File: src/rtl/iq_upconverter_if.sv
// ============================================================================
// Module   : iq_upconverter_if
// Brief    : Sample/tuning/output bundle between the modulator side and the upconverter.
// Revision : 1.0 - initial release
// ============================================================================
`default_nettype none

interface iq_upconverter_if #(
  parameter int DW = 12,
  parameter int PW = 16,
  parameter int OW = 12
);
  logic                 en;
  logic                 in_valid;
  logic signed [DW-1:0] inphase;
  logic signed [DW-1:0] quadrature;
  logic        [PW-1:0] ftw;
  logic                 ftw_load;
  logic                 out_valid;
  logic signed [OW-1:0] out_sample;
  logic                 sat;

  modport master (
    output en, in_valid, inphase, quadrature, ftw, ftw_load,
    input  out_valid, out_sample, sat
  );

  modport slave (
    input  en, in_valid, inphase, quadrature, ftw, ftw_load,
    output out_valid, out_sample, sat
  );
endinterface

`default_nettype wire

File: src/rtl/iq_upconverter.sv
// ============================================================================
// Module   : iq_upconverter
// Brief    : NCO mixer out = I*cos - Q*sin, 4-stage pipeline, round + saturate.
//            Optional phase dither via macro IQ_UPCONVERTER_PHASE_DITHER_EN.
// Revision : 1.0 - initial release
// ============================================================================
`default_nettype none

module iq_upconverter #(
  parameter int DW = 12,
  parameter int PW = 16,
  parameter int LW = 8,
  parameter int OW = 12
) (
  input  logic              dclk,
  input  logic              rstn,
  iq_upconverter_if.slave   bus
);

  localparam int              c_n      = 2 ** (LW - 2);
  localparam logic [LW-2:0]   c_nw     = (LW-1)'(c_n);
  localparam int              c_xw     = 2 * DW + 2;
  localparam logic signed [c_xw-1:0] c_half    = c_xw'(2 ** (DW - 2));
  localparam logic signed [c_xw-1:0] c_half_m1 = c_xw'(2 ** (DW - 2) - 1);
  localparam logic signed [c_xw-1:0] c_max     = c_xw'(2 ** (OW - 1) - 1);
  localparam logic signed [c_xw-1:0] c_min     = ~c_max;
  localparam logic signed [OW-1:0]   c_ymax    = {1'b0, {(OW-1){1'b1}}};
  localparam logic signed [OW-1:0]   c_ymin    = {1'b1, {(OW-1){1'b0}}};

  // Quarter-wave table round(2047*sin(pi/2*j/64)); contents assume LW=8, DW=12.
  localparam logic [DW-2:0] c_qtab [0:64] = '{
    11'd0,    11'd50,   11'd100,  11'd151,  11'd201,  11'd251,  11'd300,  11'd350,
    11'd399,  11'd449,  11'd497,  11'd546,  11'd594,  11'd642,  11'd690,  11'd737,
    11'd783,  11'd830,  11'd875,  11'd920,  11'd965,  11'd1009, 11'd1052, 11'd1095,
    11'd1137, 11'd1179, 11'd1219, 11'd1259, 11'd1299, 11'd1337, 11'd1375, 11'd1411,
    11'd1447, 11'd1483, 11'd1517, 11'd1550, 11'd1582, 11'd1614, 11'd1644, 11'd1674,
    11'd1702, 11'd1729, 11'd1756, 11'd1781, 11'd1805, 11'd1828, 11'd1850, 11'd1871,
    11'd1891, 11'd1910, 11'd1927, 11'd1944, 11'd1959, 11'd1973, 11'd1986, 11'd1997,
    11'd2008, 11'd2017, 11'd2025, 11'd2032, 11'd2037, 11'd2041, 11'd2045, 11'd2046,
    11'd2047
  };

  logic                   w_accept;
  logic [LW-1:0]          w_p;
  logic [PW-1:0]          r_acc;
  logic [PW-1:0]          r_ftw;

  logic                   r_v1, r_v2, r_v3, r_vo;
  logic signed [DW-1:0]   r_i1, r_q1, r_i2, r_q2;
  logic [LW-1:0]          r_p1;
  logic signed [DW-1:0]   r_cos2, r_sin2;
  logic signed [2*DW-1:0] r_pi3, r_pq3;
  logic signed [OW-1:0]   r_out;
  logic                   r_sat;

  assign w_accept = bus.en & bus.in_valid;

`ifdef IQ_UPCONVERTER_PHASE_DITHER_EN
  logic [14:0]   r_lfsr;
  logic [PW-1:0] w_dith;

  assign w_dith = r_acc + PW'(r_lfsr[PW-LW-1:0]);
  assign w_p    = w_dith[PW-1:PW-LW];

  always_ff @(posedge dclk) begin
    if (!rstn) begin
      r_lfsr <= 15'h0001;
    end else if (w_accept) begin
      r_lfsr <= {r_lfsr[13:0], r_lfsr[14] ^ r_lfsr[13]};
    end
  end
`else
  assign w_p = r_acc[PW-1:PW-LW];
`endif

  // Quadrant folding of the quarter table into full-cycle sin/cos.
  logic [LW-2:0]        w_idx_k, w_idx_nk;
  logic signed [DW-1:0] w_tk, w_tnk, w_sin, w_cos;

  always_comb begin
    w_idx_k  = {1'b0, r_p1[LW-3:0]};
    w_idx_nk = c_nw - w_idx_k;
    w_tk     = $signed({1'b0, c_qtab[w_idx_k]});
    w_tnk    = $signed({1'b0, c_qtab[w_idx_nk]});
    w_sin    = w_tk;
    w_cos    = w_tnk;
    case (r_p1[LW-1:LW-2])
      2'd0: begin w_sin = w_tk;   w_cos = w_tnk;  end
      2'd1: begin w_sin = w_tnk;  w_cos = -w_tk;  end
      2'd2: begin w_sin = -w_tk;  w_cos = -w_tnk; end
      default: begin w_sin = -w_tnk; w_cos = w_tk; end
    endcase
  end

  // Difference, round half away from zero, then clip to the output range.
  logic signed [2*DW:0]   w_d;
  logic signed [c_xw-1:0] w_rnd, w_shift;
  logic signed [OW-1:0]   w_y;
  logic                   w_clip;

  always_comb begin
    w_d     = (2*DW+1)'(r_pi3) - (2*DW+1)'(r_pq3);
    w_rnd   = c_xw'(w_d) + (w_d[2*DW] ? c_half_m1 : c_half);
    w_shift = w_rnd >>> (DW - 1);
    w_clip  = 1'b0;
    w_y     = w_shift[OW-1:0];
    if (w_shift > c_max) begin
      w_y    = c_ymax;
      w_clip = 1'b1;
    end else if (w_shift < c_min) begin
      w_y    = c_ymin;
      w_clip = 1'b1;
    end
  end

  always_ff @(posedge dclk) begin
    if (!rstn) begin
      r_acc  <= '0;
      r_ftw  <= '0;
      r_v1   <= 1'b0;
      r_v2   <= 1'b0;
      r_v3   <= 1'b0;
      r_vo   <= 1'b0;
      r_i1   <= '0;
      r_q1   <= '0;
      r_p1   <= '0;
      r_i2   <= '0;
      r_q2   <= '0;
      r_cos2 <= '0;
      r_sin2 <= '0;
      r_pi3  <= '0;
      r_pq3  <= '0;
      r_out  <= '0;
      r_sat  <= 1'b0;
    end else if (bus.en) begin
      if (bus.in_valid) begin
        r_acc <= r_acc + r_ftw;
      end
      if (bus.ftw_load) begin
        r_ftw <= bus.ftw;
      end
      r_v1   <= bus.in_valid;
      r_i1   <= bus.inphase;
      r_q1   <= bus.quadrature;
      r_p1   <= w_p;
      r_v2   <= r_v1;
      r_i2   <= r_i1;
      r_q2   <= r_q1;
      r_cos2 <= w_cos;
      r_sin2 <= w_sin;
      r_v3   <= r_v2;
      r_pi3  <= (2*DW)'(r_i2) * (2*DW)'(r_cos2);
      r_pq3  <= (2*DW)'(r_q2) * (2*DW)'(r_sin2);
      r_vo   <= r_v3;
      if (r_v3) begin
        r_out <= w_y;
        r_sat <= w_clip;
      end
    end
  end

  assign bus.out_valid  = r_vo;
  assign bus.out_sample = r_out;
  assign bus.sat        = r_sat;

endmodule

`default_nettype wire

File: src/flat_wrapper.sv
// flat-port wrapper written by rule: the top's interface ports become plain ports
module iq_upconverter_flat 
#(
  parameter int DW = 12,
  parameter int PW = 16,
  parameter int LW = 8,
  parameter int OW = 12
)
  (dclk, rstn, bus_en, bus_in_valid, bus_inphase, bus_quadrature, bus_ftw, bus_ftw_load, bus_out_valid, bus_out_sample, bus_sat);
  iq_upconverter_if #(.DW(DW), .PW(PW), .OW(OW)) bus_i ();
  input  logic dclk;
  input  logic rstn;
  input wire logic [$bits(bus_i.en)-1:0] bus_en;
  input wire logic [$bits(bus_i.in_valid)-1:0] bus_in_valid;
  input wire logic [$bits(bus_i.inphase)-1:0] bus_inphase;
  input wire logic [$bits(bus_i.quadrature)-1:0] bus_quadrature;
  input wire logic [$bits(bus_i.ftw)-1:0] bus_ftw;
  input wire logic [$bits(bus_i.ftw_load)-1:0] bus_ftw_load;
  output wire logic [$bits(bus_i.out_valid)-1:0] bus_out_valid;
  output wire logic [$bits(bus_i.out_sample)-1:0] bus_out_sample;
  output wire logic [$bits(bus_i.sat)-1:0] bus_sat;
  assign bus_i.en = bus_en;
  assign bus_i.in_valid = bus_in_valid;
  assign bus_i.inphase = bus_inphase;
  assign bus_i.quadrature = bus_quadrature;
  assign bus_i.ftw = bus_ftw;
  assign bus_i.ftw_load = bus_ftw_load;
  assign bus_out_valid = bus_i.out_valid;
  assign bus_out_sample = bus_i.out_sample;
  assign bus_sat = bus_i.sat;
  iq_upconverter #(.DW(DW), .PW(PW), .LW(LW), .OW(OW)) u_core (.dclk(dclk), .rstn(rstn), .bus(bus_i));
endmodule
File: config.mk
export PLATFORM = sky130hd
export DESIGN_NAME = iq_upconverter_flat
export DESIGN_NICKNAME = d
export VERILOG_FILES = /design/src/rtl/iq_upconverter_if.sv /design/src/rtl/iq_upconverter.sv /design/src/flat_wrapper.sv
export SDC_FILE = /design/constraint.sdc
export NUM_CORES = 1
export LEC_CHECK = 0
export CELL_PAD_IN_SITES_DETAIL_PLACEMENT = 1
export CELL_PAD_IN_SITES_GLOBAL_PLACEMENT = 1
export CORE_MARGIN = 2
export CORE_UTILIZATION = 43
export DETAILED_ROUTE_END_ITERATION = 10
export PLACE_DENSITY_LB_ADDON = 0.1
export SYNTH_ARGS = -nofsm -noshare
export SYNTH_HDL_FRONTEND = slang
export SYNTH_SLANG_ARGS = --single-unit
File: constraint.sdc
create_clock -name dclk -period 7.4 [get_ports dclk]
set_clock_uncertainty 0.1 [all_clocks]
set_input_delay 0.74 -clock dclk [delete_from_list [all_inputs] [get_ports dclk]]
set_output_delay 0.74 -clock dclk [all_outputs]
set_load 0.05 [all_outputs]
==> impl_metrics.csv, run 1 <==
group,metric,value,unit
status,outcome,"finished, final reports clean",
layout,final_cell_area,24100,um2
cts,ctsResizeCount,0,
die,rows,83,
detailed_routing,vias,18300,
detailed_routing,drc_errors,0,
cts,clkLatencyLatePin,0.50,ns
detailed_routing,routedWlPerCell,19.3,um
timing,finalCriticalPeriod,6.25,ns
synth,ys_ff_latch,177,
timing,max_slew.worst_pin.slew,1.10,ns
synth,synthXorXnorAreaFrac,3.88,%
cts,cts.sinks,177,
pwr,total_power,0.00305,W
die,dieWidth,233,um
synth,synth_fa_ha_area_share,34.0,%
synth,yosys.area_share.simple,17.5,%
synth,synth-compound-area-share,14.2,%
synth,synthTopCellsByArea,"fa_1, dfxtp_1, ha_1",
synth,ys_async_sr_fraction,0,%
timing,max_freq,0.160,GHz
synth,synth.yosys.seq_area_share,15.7,%
cts,cts.clk_slew.worst_paths,0.07,ns
detailed_routing,drt_pass1_iterations,5,
grt,antenna_found_initial,0,
pwr,cellLeakagePower,11.1,nW
synth,synthFlopType,"dfxtp_1",
synth,synth_top_area_share,24.8,%
pwr,peakVddDrop,0.212,mV
critical_path,required,7.67,ns
placed_design,gp_congestion,0.854,
timing,hold_viol_final,0,
die,coreArea,51600,um2
synth,synth_cells,2687,
synth,syn-num-nets,3177,
grt,grt_max_degree,78,
cts,root_buffer,"clkbuf_16",
cts,post-cts-setup-buffer-count,0,
synth,synth_commonest_cells,"inv_1, nand2_1, fa_1",
placed_design,dp.final_hpwl,50.2,mm
timing,setup-violations-final,0,
synth,synth_area_leader_cell,"fa_1",
detailed_routing,via_per_inst,5.49,
grt,grtUsageTotal,24.7,%
layout,final_layout_size_suffix_gt1_share,4.35,%
placed_design,portBuffers,58,
critical_path,critPathCaptureType,"flip-flop",
flow_run,cap_violations,0,
die,dieHeight,233,um
timing,tns,0,ns
pwr,p_per_area,127,nW/um2
layout,final_util,46.7,%
detailed_routing,first_iter_violations,825,
cts,cts_buffers,17,
cts,cts_tree,"done",
worst_hold_path,hold_class,"flip-flop to flip-flop",
timing,grt_setup_unrepaired,"false",
die,die-area,54300,um2
synth,synth.area.mux_share,5.63,%
cts,cts_htree_levels,4,
synth,synth.most_common_cell,"inv_1",
placed_design,dp.cells,3293,
cts,cts_buffer_depth,2,
layout,fin_cells,3326,
grt,grt_pass1_vias,19600,
die,start_util,43.7,%
cts,ctsHoldBuffers,0,
timing,slew_headroom,26.5,%
synth,synth_top_family_by_area,"adder cells",
grt,grt_pass1_wl,106,mm
timing,maxSlewViolCount,0,
die,ios,59,
critical_path,critical_path_class,"flip-flop to flip-flop",
critical_path,cp-start-kind,"flip-flop",
layout,areaGrowthSynthToFinish,6.88,%
synth,avgSynthCellArea,8.39,um2
timing,finalCritPeriodShare,84.4,%
synth,synth_cell_types,94,
critical_path,cp_max_fo,13,
synth,synth_enable_flop_cells,0,
detailed_routing,wl,64.2,mm
detailed_routing,drtAntennaViolNets,0,
grt,grt_overflow,0,
critical_path,arrival,6.51,ns
placed_design,place_area,23500,um2
layout,nets,3122,
synth,yosysWarnings,0,
synth,netlist_area,22600,um2
## routing by layer
metal	part of all wire, %	vias to the layer above	GRT usage (%)
li1	-	8690	-
met3	3.0	70	2.92
met1	46	9259	32.8
met2	49	252	42.8
met4	1.7	0	6.17
met5	0	-	0
## worst max-delay path: stages (launching register included)
cell	delay, ns
dfxtp_1	0.68
nand2_1	0.14
fa_1	0.51
inv_1	0.05
ha_1	0.26
inv_1	0.05
fa_1	0.49
fa_1	0.51
fa_1	0.49
inv_1	0.04
ha_1	0.30
nor2b_1	0.15
o21ai_0	0.20
a21boi_0	0.19
o21ai_0	0.34
a211oi_1	0.18
o31ai_1	0.42
o21bai_1	0.18
or4_1	0.42
a31oi_1	0.21
xnor2_1	0.14
o21ai_0	0.08
## worst paths after layout
path	depth (start not counted)	slack (ns)	from	to
worst max-delay path	21	1.15	u_core.r_i2[5]	u_core.r_pi3[23]
worst min-delay path	2	0.36	u_core.r_pi3[20]	u_core.r_pi3[20]
worst max register to register	21	1.15	u_core.r_i2[5]	u_core.r_pi3[23]
worst min register to register	2	0.36	u_core.r_pi3[20]	u_core.r_pi3[20]
## cell type report
class                           count  area (um2)
Tap cell                          680         851
Inverter                          365        1370
Timing Repair Buffer               83         769
Fill cell                        6153       27500
Multi-Input combinational cell   1988       17000
Clock buffer                       19         443
Sequential cell                   177        3540
Antenna cell                        1        2.50
Clock inverter                     13         168
## report_power, final
group / total (W) / internal (W) / switching (W) / leakage, nW
Clock: 0.000988 / 0.000519 / 0.000469 / 0.290
Sequential: 0.00106 / 0.000992 / 0.0000666 / 1.44
Combinational: 0.00101 / 0.000403 / 0.000603 / 9.37
Total: 0.00305 / 0.00191 / 0.00114 / 11.1
## kinds of logic (layout without fill, tap and decap cells)
logic type,count (synthesis),after routing
other,0,1
DFF,177,177
buffers and inverters,522,480
AOI/OAI and AO/OA,478,478
adders and majority gates,445,445
and+or+nand+nor,846,846
muxes,120,120
xor gates and xnor gates,99,99
## registers in the layout, summed over array words and instances (netlist names), 8 cells and up
| register | cells |
|---|---|
| u_core.r_cos2 | 12 |
| u_core.r_sin2 | 12 |
| u_core.r_q2 | 12 |
| u_core.r_pi3 | 24 |
| u_core.r_pq3 | 24 |
| u_core.bus.out_sample | 12 |
| u_core.r_q1 | 12 |
| u_core.r_i1 | 12 |
| u_core.r_ftw | 16 |
| u_core.r_p1 | 8 |
| u_core.r_i2 | 12 |
| u_core.r_acc | 16 |
## metrics by stage
step / hold WS [ns] / worst slack (ns)
floorplan: 0.325 / 1.75
global placement: 0.345 / 1.31
detailed placement: 0.354 / 1.13
CTS: 0.365 / 1.10
global route: 0.387 / 0.614
finish: 0.363 / 1.15
## cells in the final DEF (no fill, tap or decap), types with 13 or more instances in the layout
| master | netlist | routed |
|---|---|---|
| a21oi_1 | 131 | 131 |
| nor2b_1 | 19 | 19 |
| buf_4 | 0 | 25 |
| fa_1 | 279 | 279 |
| or3_1 | 14 | 14 |
| inv_1 | 361 | 361 |
| nand2b_1 | 35 | 35 |
| o211a_1 | 13 | 13 |
| dfxtp_1 | 177 | 176 |
| nor2_1 | 211 | 210 |
| a21o_1 | 23 | 23 |
| nor3_1 | 50 | 50 |
| a31oi_1 | 26 | 26 |
| o21ai_0 | 89 | 89 |
| mux2i_1 | 110 | 110 |
| xnor2_1 | 71 | 71 |
| clkdlybuf4s50_1 | 0 | 57 |
| xor2_1 | 27 | 27 |
| o211ai_1 | 28 | 28 |
| ha_1 | 166 | 166 |
| and2_1 | 111 | 111 |
| a211oi_1 | 25 | 25 |
| nand3_1 | 38 | 38 |
| and3_1 | 14 | 14 |
| nand2_1 | 311 | 311 |
| clkbuf_16 | 0 | 17 |
Power figures use the tool's default switching activity.
==> run 2, diff against run 1 <==
- clock period: 7.4 -> 5.4 ns (I/O delays scaled with it)
==> impl_metrics.csv, run 2 (synthesis gave the netlist of run 1 again) <==
group,metric,value,unit
die,dieWidth,233,um
placed_design,place_area,24700,um2
placed_design,dp.final_hpwl,53.5,mm
detailed_routing,wl,67.8,mm
critical_path,critical_path_class,"flip-flop to flip-flop",
timing,max_slew.worst_pin.slew,1.02,ns
die,ios,59,
timing,finalCritPeriodShare,98.8,%
pwr,p_int,0.00270,W
timing,grt_setup_unrepaired,"true",
layout,final_common_cell,"inv_1",
pwr,combPwrFrac,36.6,%
worst_hold_path,hold_class,"flip-flop to flip-flop",
critical_path,required,5.68,ns
pwr,p_sw,0.00164,W
critical_path,critical_path.max_stage_delay,0.57,ns
timing,fin_ws,0.0626,ns
detailed_routing,drtAntennaViolNets,0,
critical_path,cp_top_family,"adder cells",
pwr,cellLeakagePower,12.1,nW
pwr,sw_frac_of_total,37.9,%
cts,ctsHoldBuffers,0,
critical_path,critPathCaptureType,"flip-flop",
placed_design,place_worst_setup_slack,-0.448,ns
critical_path,path_cells,"buf_6, nand2_2, fa_1, inv_1, fa_1, inv_1, fa_1, inv_2, fa_1, fa_1, ha_4, o41a_1, a41oi_2, a21boi_2, a41o_1, o41ai_2, xnor2_1, a22o_1",
grt,grt_pass1_vias,20700,
die,coreArea,51600,um2
layout,final_cell_area,26200,um2
cts,cts.clk_slew.worst_paths,0.08,ns
grt,antenna_found_initial,0,
status,outcome,"finished, final reports clean",
pwr,clkPwrFrac,30.9,%
grt,grt_pass1_wl,110,mm
grt,grtUsageTotal,25.8,%
pwr,seq_power_share,32.5,%
detailed_routing,vias,19000,
placed_design,gp_congestion,0.876,
cts,cts_tree,"done",
critical_path,path_buf_inv,4,
detailed_routing,routedWlPerCell,19.3,um
detailed_routing,first_iter_violations,826,
layout,nets,3304,
layout,final_layout_size_suffix_gt1_share,15.0,%
die,die-area,54300,um2
critical_path,crit_slowest_cell,"fa_1",
critical_path,timing.critical_path.mode_cell,"fa_1",
cts,cts_buffer_depth,2,
layout,areaGrowthSynthToFinish,16.0,%
timing,setup-violations-final,0,
detailed_routing,drc_errors,0,
cts,cts_buffers,17,
placed_design,dp.cells,3449,
layout,n_antenna_cell,0,
critical_path,arrival,5.61,ns
timing,hold_viol_final,0,
die,dieHeight,233,um
detailed_routing,via_per_inst,5.43,
timing,maxSlewViolCount,0,
die,start_util,43.7,%
cts,root_buffer,"clkbuf_16",
cts,clkLatencyLatePin,0.49,ns
timing,max_freq,0.187,GHz
critical_path,cp-start-kind,"flip-flop",
layout,final_cell_mix,"inv_1, nand2_1, fa_1",
detailed_routing,drt_pass1_iterations,7,
pwr,p_per_area,166,nW/um2
layout,fillers,6043,
timing,finalCriticalPeriod,5.34,ns
cts,cts_htree_levels,4,
flow_run,cap_violations,0,
grt,grt_overflow,0,
pwr,peakVddDrop,0.240,mV
layout,reg.largest.list,"u_core.r_pi3 (24), u_core.r_pq3 (24)",
cts,cts.sinks,177,
grt,grt_max_degree,74,
layout,fin_cells,3507,
placed_design,portBuffers,58,
die,rows,83,
critical_path,cp_max_fo,4,
timing,slew_headroom,31.8,%
==> run 2: cell count changes in the layout (fill, tap and decap cells not counted), moves of 12 or more <==
cell     delta
ha_1       -19
dfxtp_1    -46
dfxtp_4    +20
buf_6      +14
dfxtp_2    +26
ha_4       +12
buf_4     +162
==> run 2: final cells by class <==
type	count	area, um2	area share, %
multi-input combinational	1988	17400	66.5
inverter	365	1370	5.25
sequential	177	3650	14.0
clock inverter	13	163	0.622
clock buffer	19	453	1.73
tap	680	851	3.25
timing repair buffer	265	2260	8.65
==> run 2: final timing paths <==
kind,startpoint,endpoint,slack [ns],depth (start not counted)
min reg2reg,u_core.r_acc[6],u_core.r_acc[6],0.36,2
min,u_core.r_acc[6],u_core.r_acc[6],0.36,2
max reg2reg,u_core.r_i2[5],u_core.r_pi3[22],0.06,18
max,u_core.r_i2[5],u_core.r_pi3[22],0.06,18
==> run 2: routing by layer <==
layer / GRT usage (%) / vias to the layer above / share of wire [%]
li1: - / 9049 / -
met2: 45.7 / 243 / 51
met4: 8.00 / 0 / 2.7
met3: 3.25 / 83 / 2.5
met1: 32.5 / 9671 / 44
met5: 0 / - / 0
==> run 2: repair_timing <==
item / CTS / global route
pin swaps: 47 / 62
setup endpoints to repair: 12 / 15
setup buffers: 15 / 11
gates resized for setup: 87 / 96
==> run 2: tightest hold or removal path: cells and delay by family (launching register included) <==
kind,cells,cell delay [ns]
flops,1,0.32
simple gates,1,0.05
compound gates,1,0.05
==> run 2: stage by stage <==
stage	setup TNS (ns)	hold slack (ns)	utilization (%)	power, W
after floorplan	-0.00249	0.325	-	0.00251
after global placement	-0.446	0.343	47.9	0.00291
after detailed placement	-2.01	0.355	47.9	0.00297
after CTS	-0.0149	0.367	49.9	0.00435
after global routing	-0.268	0.386	50.7	0.00459
final	0	0.357	50.7	0.00434
==> run 2: power groups by stage <==
stage	logic, W	registers, W	clock network, W
after floorplan	0.00109	0.00142	0
final	0.00159	0.00141	0.00134
after global placement	0.00147	0.00144	0
after detailed placement	0.00152	0.00144	0
after global routing	0.00174	0.00142	0.00143
after CTS	0.00156	0.00141	0.00138
